==> src/rtl/ram_access_unit.sv <==
// Load/store initiator for a byte-enabled dual-port RAM with one-cycle registered reads.
// Accepts one request at a time, drives the RAM ports and returns a registered response.
module ram_access_unit #(
    parameter int WIDTH = 32,
    parameter int DEPTH = 32,
    localparam int WA = $clog2(DEPTH),
    localparam int AW = WA + 2
) (
    input  logic               clock,
    input  logic               reset,
    input  logic               request_valid,
    output logic               request_ready,
    input  logic               request_write,
    input  logic [AW-1:0]      request_address,
    input  logic [1:0]         request_size,
    input  logic               request_signed,
    input  logic [WIDTH-1:0]   request_data,
    output logic               response_valid,
    input  logic               response_ready,
    output logic [WIDTH-1:0]   response_data,
    output logic               response_error,
    output logic [WA-1:0]      ram_read_address,
    input  logic [WIDTH-1:0]   ram_read_data,
    output logic [WA-1:0]      ram_write_address,
    output logic [WIDTH-1:0]   ram_write_data,
    output logic [WIDTH/8-1:0] ram_write_enable
);

    if (WIDTH != 32) begin : g_width_check
        $error("ram_access_unit supports WIDTH = 32 only");
    end

    // Handshakes: a transfer happens on a rising edge where valid and ready are both high;
    // valid, once raised, holds its payload stable until that edge.
    typedef enum logic [2:0] {IDLE, WRITE, READ, CAPTURE, RESPOND} state_t;

    state_t           state;
    logic [1:0]       lane_q;
    logic [1:0]       size_q;
    logic             signed_q;

    logic [1:0]         lane;
    logic [WA-1:0]      word;
    logic               misaligned;
    logic [WIDTH/8-1:0] mask;
    logic [WIDTH-1:0]   lane_data;
    logic [7:0]         byte_sel;
    logic [15:0]        half_sel;
    logic [WIDTH-1:0]   load_value;

    assign request_ready = (state == IDLE);
    assign lane          = request_address[1:0];
    assign word          = request_address[AW-1:2];
    assign misaligned    = (request_size == 2'd3) ||
                           (request_size == 2'd1 && lane[0]) ||
                           (request_size == 2'd2 && lane != 2'd0);

    always_comb begin
        mask      = 4'b1111;
        lane_data = request_data;
        case (request_size)
            2'd0: begin
                mask      = 4'b0001 << lane;
                lane_data = {4{request_data[7:0]}};
            end
            2'd1: begin
                mask      = 4'b0011 << lane;
                lane_data = {2{request_data[15:0]}};
            end
            default: ;
        endcase
    end

    // Lane selection happens on the word the RAM returned for the address held in READ.
    assign byte_sel = ram_read_data[{lane_q, 3'b000} +: 8];
    assign half_sel = lane_q[1] ? ram_read_data[31:16] : ram_read_data[15:0];

    always_comb begin
        case (size_q)
            2'd0:    load_value = {{24{signed_q & byte_sel[7]}}, byte_sel};
            2'd1:    load_value = {{16{signed_q & half_sel[15]}}, half_sel};
            default: load_value = ram_read_data;
        endcase
    end

    always_ff @(posedge clock) begin
        if (reset) begin
            state             <= IDLE;
            lane_q            <= '0;
            size_q            <= '0;
            signed_q          <= 1'b0;
            response_valid    <= 1'b0;
            response_error    <= 1'b0;
            response_data     <= '0;
            ram_read_address  <= '0;
            ram_write_address <= '0;
            ram_write_data    <= '0;
            ram_write_enable  <= '0;
        end else begin
            case (state)
                IDLE: begin
                    if (request_valid) begin
                        lane_q   <= lane;
                        size_q   <= request_size;
                        signed_q <= request_signed;
                        if (misaligned) begin
                            response_error <= 1'b1;
                            response_data  <= '0;
                            response_valid <= 1'b1;
                            state          <= RESPOND;
                        end else if (request_write) begin
                            ram_write_address <= word;
                            ram_write_enable  <= mask;
                            ram_write_data    <= lane_data;
                            state             <= WRITE;
                        end else begin
                            ram_read_address <= word;
                            state            <= READ;
                        end
                    end
                end
                WRITE: begin
                    ram_write_enable <= '0;
                    response_data    <= '0;
                    response_error   <= 1'b0;
                    response_valid   <= 1'b1;
                    state            <= RESPOND;
                end
                READ: begin
                    state <= CAPTURE;
                end
                CAPTURE: begin
                    response_data  <= load_value;
                    response_error <= 1'b0;
                    response_valid <= 1'b1;
                    state          <= RESPOND;
                end
                RESPOND: begin
                    if (response_ready) begin
                        response_valid <= 1'b0;
                        response_error <= 1'b0;
                        state          <= IDLE;
                    end
                end
                default: state <= IDLE;
            endcase
        end
    end

endmodule
==> config.mk <==
export PLATFORM = sky130hd
export DESIGN_NAME = ram_access_unit
export DESIGN_NICKNAME = d
export VERILOG_FILES = /design/src/rtl/ram_access_unit.sv
export SDC_FILE = /design/constraint.sdc
export NUM_CORES = 1
export LEC_CHECK = 0
export CAP_MARGIN = 15
export CELL_PAD_IN_SITES_DETAIL_PLACEMENT = 1
export CELL_PAD_IN_SITES_GLOBAL_PLACEMENT = 1
export CORE_MARGIN = 3
export CORE_UTILIZATION = 31
export CTS_CLUSTER_DIAMETER = 30
export DETAILED_ROUTE_END_ITERATION = 6
export GPL_TIMING_DRIVEN = 0
export PLACE_DENSITY_LB_ADDON = 0.1
export RECOVER_POWER = 100
export SLEW_MARGIN = 20
export SYNTH_ARGS = -nofsm -noshare
export SYNTH_HDL_FRONTEND = slang
export SYNTH_SLANG_ARGS = --single-unit
==> constraint.sdc <==
create_clock -name clock -period 2 [get_ports clock]
set_input_delay 0.2 -clock clock [delete_from_list [all_inputs] [get_ports clock]]
set_output_delay 0.2 -clock clock [all_outputs]
set_load 0.03 [all_outputs]
==> flow_summary.ini, run 1 <==
[synthesis]
yosysSeqAreaShare = 0.440
synth_cell_types = 44
ys_ff_latch = 88
syn_area_mm2 = 0.00401
syn_inst = 454
synth.avg_cell_area_um2 = 8.83
synth-warning-count = 0
syn_nets = 533

[clock_tree]
cts_buffer_depth = 2
clkSlewWorstSetupHoldPaths_ps = 60
numCtsBuffers = 9
cts_sinks = 88
cts_hold_buffers = 0
clock_latency_ps = 350
ctsHtreeMaxLevel = 3
cts-root-buf = clkbuf_16
cts_tree = yes

[sta]
slew_headroom = 0.567
final-hold-violation-count = 0
setup_viol = 0
fin_crit_ps = 1910
setup_ws_ps = 85.8
worst_hold_slack_ps = 434
finClkSkew_ps = 3.34
finalMaxSlewViolations = 0
maxClockFrequency_mhz = 522
rsz0062_at_grt = no
tightest_slew_ps = 649
tns_ps = 0
period_share = 0.957

[drt]
ant_nets = 0
routed_wl_um = 14700
wl_per_cell_um = 18.4
vias_per_cell = 5.02
drcViolationCount = 0
num_vias = 4016
firstDrtPassIters = 6
initialDrtViolationCount = 203

[finish]
nFillCells = 1463
drive_above_1_share = 0.0934
final_core_util = 0.499
regArea_mm2 = 0.00176
diodes = 0
areaGrowthSynthToFinish_pct = 53.4
multi_input_area_mm2 = 0.00203
layout.nets = 707

[floorplanning]
start_util = 0.326
core_area_mm2 = 0.0123
die_x_um = 120
num_rows = 40
fp.dieH_um = 120
dieArea_mm2 = 0.0143
ios = 160

[outcome]
status = finished clean

[flow_run]
max_cap_violations = 0

[critical_path]
cp_max_fo = 10
required_ps = 2240
criticalPathCategory = flip-flop to flip-flop
critPathLaunchType = flip-flop
worst_ep_arrival_time_ps = 2150
end_kind = flip-flop

[grt]
overflow = 0
grt_usage = 0.208
grt_max_degree = 14
grt_pass1_wl_um = 23500
antenna_found_initial = 0
grt_pass1_vias = 4319

[pwr]
p_leak_nw = 2.35
vdd_drop_max_v = 0.000560
powerDensity_mw_per_mm2 = 728

[place]
port_buffers = 159
globalplace.congestion = 0.789
place_ws_ps = -232
dp_hpwl_um = 11400

[hold_path]
hp-class = input port to flip-flop
## worst paths after layout
path | from | slack (ps) | endpoint | cells after the start
worst max-delay path | lane_q[1] | 90 | response_data[14] | 5
worst min-delay path | request_address[2] | 430 | ram_write_address[0] | 3
worst max register to register | lane_q[1] | 90 | response_data[14] | 5
worst min register to register | response_data[7] | 440 | response_data[7] | 2
## cells in the final DEF (no fill, tap or decap), types with 9 or more instances in the layout
| cell | Yosys | layout |
|---|---|---|
| a21oi_1 | 30 | 28 |
| clkbuf_16 | 0 | 9 |
| clkbuf_1 | 17 | 17 |
| o21ai_0 | 23 | 27 |
| a311oi_1 | 9 | 9 |
| clkdlybuf4s50_1 | 0 | 158 |
| nand2_1 | 86 | 86 |
| a211oi_1 | 9 | 9 |
| buf_2 | 15 | 13 |
| mux2_2 | 9 | 9 |
| mux2i_1 | 32 | 32 |
| nor2_1 | 33 | 33 |
| a221o_1 | 16 | 16 |
| dfxtp_1 | 88 | 88 |
| nand2b_1 | 17 | 17 |
## layer usage
metal	part of all wire	up-vias	global-route usage	routed length [um]
met3	0.076	20	0.0745	1120
met4	0.020	0	0.0716	289
li1	-	1958	-	-
met2	0.47	115	0.336	6910
met5	0	-	0	0
met1	0.44	1923	0.256	6430
## report_power, final
group          internal (W)  switching, W
clock               0.00108      0.000679
combinational      0.000400      0.000469
sequential          0.00181     0.0000336
## sequential cells by signal, indices dropped and copies added (netlist names)
signal	cells
ram_write_address	5
response_data	32
ram_write_data	32
signed_q	1
state	3
response_valid	1
lane_q	2
size_q	2
ram_read_address	5
ram_write_enable	4
response_error	1
## Yosys cell counts (all sizes together)
cell | n | area share
and2 | 1 | 0.0016
nor3b | 2 | 0.0050
a31oi | 3 | 0.0084
mux4 | 1 | 0.0056
a32o | 8 | 0.020
o311a | 2 | 0.0078
clkbuf | 17 | 0.016
inv | 7 | 0.0066
nand2 | 86 | 0.081
o21ai | 30 | 0.037
nor2b | 8 | 0.012
o211ai | 2 | 0.0050
a211oi | 9 | 0.017
nor3 | 6 | 0.0087
nand3 | 1 | 0.0012
or2 | 2 | 0.0031
or3b | 1 | 0.0022
dfxtp | 88 | 0.44
nand3b | 1 | 0.0019
nor4b | 1 | 0.0037
o211a | 1 | 0.0025
a21oi | 30 | 0.037
nor2 | 33 | 0.031
o2111a | 1 | 0.0028
nand2b | 18 | 0.030
a221o | 16 | 0.040
nor4 | 2 | 0.0031
o221ai | 1 | 0.0022
a311oi | 9 | 0.020
buf | 21 | 0.032
o31ai | 1 | 0.0019
mux2i | 32 | 0.080
mux2 | 9 | 0.025
a31o | 4 | 0.0087
## final cells by class
class,instances,area share
Multi-Input combinational cell,321,0.330
Sequential cell,88,0.287
Timing Repair Buffer,163,0.264
Clock buffer,11,0.0379
Tap cell,168,0.0342
Buffer,38,0.0315
Clock inverter,4,0.0114
Inverter,7,0.00427
## cell families (layout without fill, tap and decap cells)
group           Yosys count  after routing  synth area share
simple gates            162            162             0.185
mux                      42             42             0.111
flops                    88             88             0.440
compound gates          117            117             0.211
buf+inv                  45            223            0.0543
## timing repair
action                     CTS  global route
resized for setup            2             6
setup endpoints to repair   17            30
pin swaps                    0             2
buffers inserted             0             4
gates cloned                 0             0
## critical path: stages (launching register included)
cell,delay (ps)
dfxtp_1,300
buf_2,240
mux4_2,570
a31oi_4,330
nand2_1,100
a32o_1,260
## through the flow
| step | instance area (um2) | cells | power (W) |
|---|---|---|---|
| 2_1_floorplan | 4010 | 454 | 0.00234 |
| 3_3_place_gp | 5810 | 781 | 0.00273 |
| 3_5_place_dp | 5810 | 781 | 0.00274 |
| 4_1_cts | 6120 | 796 | 0.00452 |
| 5_1_grt | 6150 | 800 | 0.00467 |
| 6_report | 6150 | 800 | 0.00448 |
(Power assumes the default switching activity.)
==> inputs of run 2 (changes only) <==
- SLEW_MARGIN: 20 -> 0
==> results of run 2 <==
Final layout, timing and power as in run 1 (identical DEF).
==> inputs of run 3 (changes only) <==
- MAX_ROUTING_LAYER: default -> met4
- PLACE_DENSITY: default -> 0.83
- PLACE_DENSITY_LB_ADDON: 0.1 -> default
- REMOVE_ABC_BUFFERS: default -> 1
==> flow_summary.ini, run 3 (synthesis gave the netlist of run 1 again) <==
[pwr]
vdd_drop_max_v = 0.000371
p_leak_nw = 2.55
powerDensity_mw_per_mm2 = 740

[finish]
drive_above_1_share = 0.0868
final_area_mm2 = 0.00609
regArea_mm2 = 0.00177
final_cells = 767
layout_commonest_cell = dfxtp_1
final_core_util = 0.494
largestRegisters = ram_write_data: 32 flops, response_data: 32 flops
nFillCells = 1427
layout.nets = 674
multi_input_area_mm2 = 0.00207
areaGrowthSynthToFinish_pct = 51.9
diodes = 0
final_cell_mix = 87 x dfxtp_1, 86 x nand2_1, 79 x dlygate4sd3_1

[grt]
grt_max_degree = 47
grt_pass1_wl_um = 22300
grt_usage = 0.200
grt_pass1_vias = 4294
antenna_found_initial = 0
overflow = 0

[place]
port_buffers = 159
place_area_mm2 = 0.00570
place_ws_ps = -999
globalplace.congestion = 0.805
dp_hpwl_um = 10100
dpl.cell_count = 749

[sta]
setup_viol = 0
setup_ws_ps = 85.1
slew_headroom = 0.430
fin_crit_ps = 1910
rsz0062_at_grt = yes
finClkSkew_ps = 4.81
maxClockFrequency_mhz = 522
final-hold-violation-count = 0
tightest_slew_ps = 853
period_share = 0.957
finalMaxSlewViolations = 0

[outcome]
status = finished clean

[drt]
wl_per_cell_um = 18.1
initialDrtViolationCount = 165
num_vias = 3957
firstDrtPassIters = 6
ant_nets = 0
routed_wl_um = 13900
vias_per_cell = 5.16
drcViolationCount = 0

[floorplanning]
die_x_um = 120
dieArea_mm2 = 0.0143
ios = 160
fp.dieH_um = 120
start_util = 0.326
core_area_mm2 = 0.0123
num_rows = 40

[critical_path]
critPathLaunchType = flip-flop
worst_ep_arrival_time_ps = 2150
criticalPathCategory = flip-flop to flip-flop
required_ps = 2230
end_kind = flip-flop
cp_max_fo = 19

[clock_tree]
numCtsBuffers = 9
clock_latency_ps = 340
cts_sinks = 88
cts_tree = yes
cts-root-buf = clkbuf_16
cts_buffer_depth = 2
ctsHtreeMaxLevel = 3
cts_hold_buffers = 0
clkSlewWorstSetupHoldPaths_ps = 60

[flow_run]
max_cap_violations = 0

[hold_path]
hp-class = input port to flip-flop
run 3: cell count changes in the layout (fill, tap and decap cells not counted), moves of 2 or more:
cell,delta
buf_12,+2
buf_2,-12
buf_6,-2
clkbuf_1,-15
clkbuf_2,-3
clkbuf_8,+2
clkdlybuf4s50_1,-82
dlygate4sd3_1,+78
o21ai_0,+2
o21ai_1,-2
run 3: metrics by stage:
stage               TNS [ps]  total power (W)  hold slack [ps]
CTS                        0          0.00458              333
floorplan             -19180          0.00227              269
global route           -14.3          0.00469              360
global placement     -159750          0.00266              428
finish                     0          0.00450              342
detailed placement    -68320          0.00271              441
run 3: layer usage:
metal	vias up	wire [um]	track usage
li1	1899	-	-
met1	1893	5770	0.222
met2	146	6540	0.332
met3	19	1270	0.0697
met4	0	285	0.0759
met5	-	0	-
run 3: worst paths after layout:
| check | start | to | slack (ps) | depth (start not counted) |
|---|---|---|---|---|
| max reg2reg | lane_q[1] | response_data[11] | 90 | 4 |
| max | lane_q[1] | response_data[11] | 90 | 4 |
| min reg2reg | response_data[6] | response_data[6] | 450 | 2 |
| min | reset | ram_read_address[2] | 340 | 2 |
run 3: repair_timing:
item,CTS,global route
gates resized for setup,14,5
setup buffers,3,0
pin swaps,2,1
endpoints found under the setup margin,82,33
run 3: area by class of cell:
cell class / count / area share
inverters: 7 / 0.00432
repair buffers: 168 / 0.278
clock buffers: 12 / 0.0421
well taps: 168 / 0.0345
flip-flops and latches: 88 / 0.290
multi-input cells: 321 / 0.340
clock inverters: 3 / 0.0107
run 3: critical path: stages, from the launching register on:
cell	delay, ps
dfxtp_4	500
mux4_2	580
a31oi_4	330
nand2_1	120
a32o_1	260
run 3: report_power, final:
group | switching [W] | internal [W] | total, W
Sequential | 0.0000653 | 0.00181 | 0.00188
Combinational | 0.000419 | 0.000364 | 0.000783
Clock | 0.000687 | 0.00115 | 0.00184
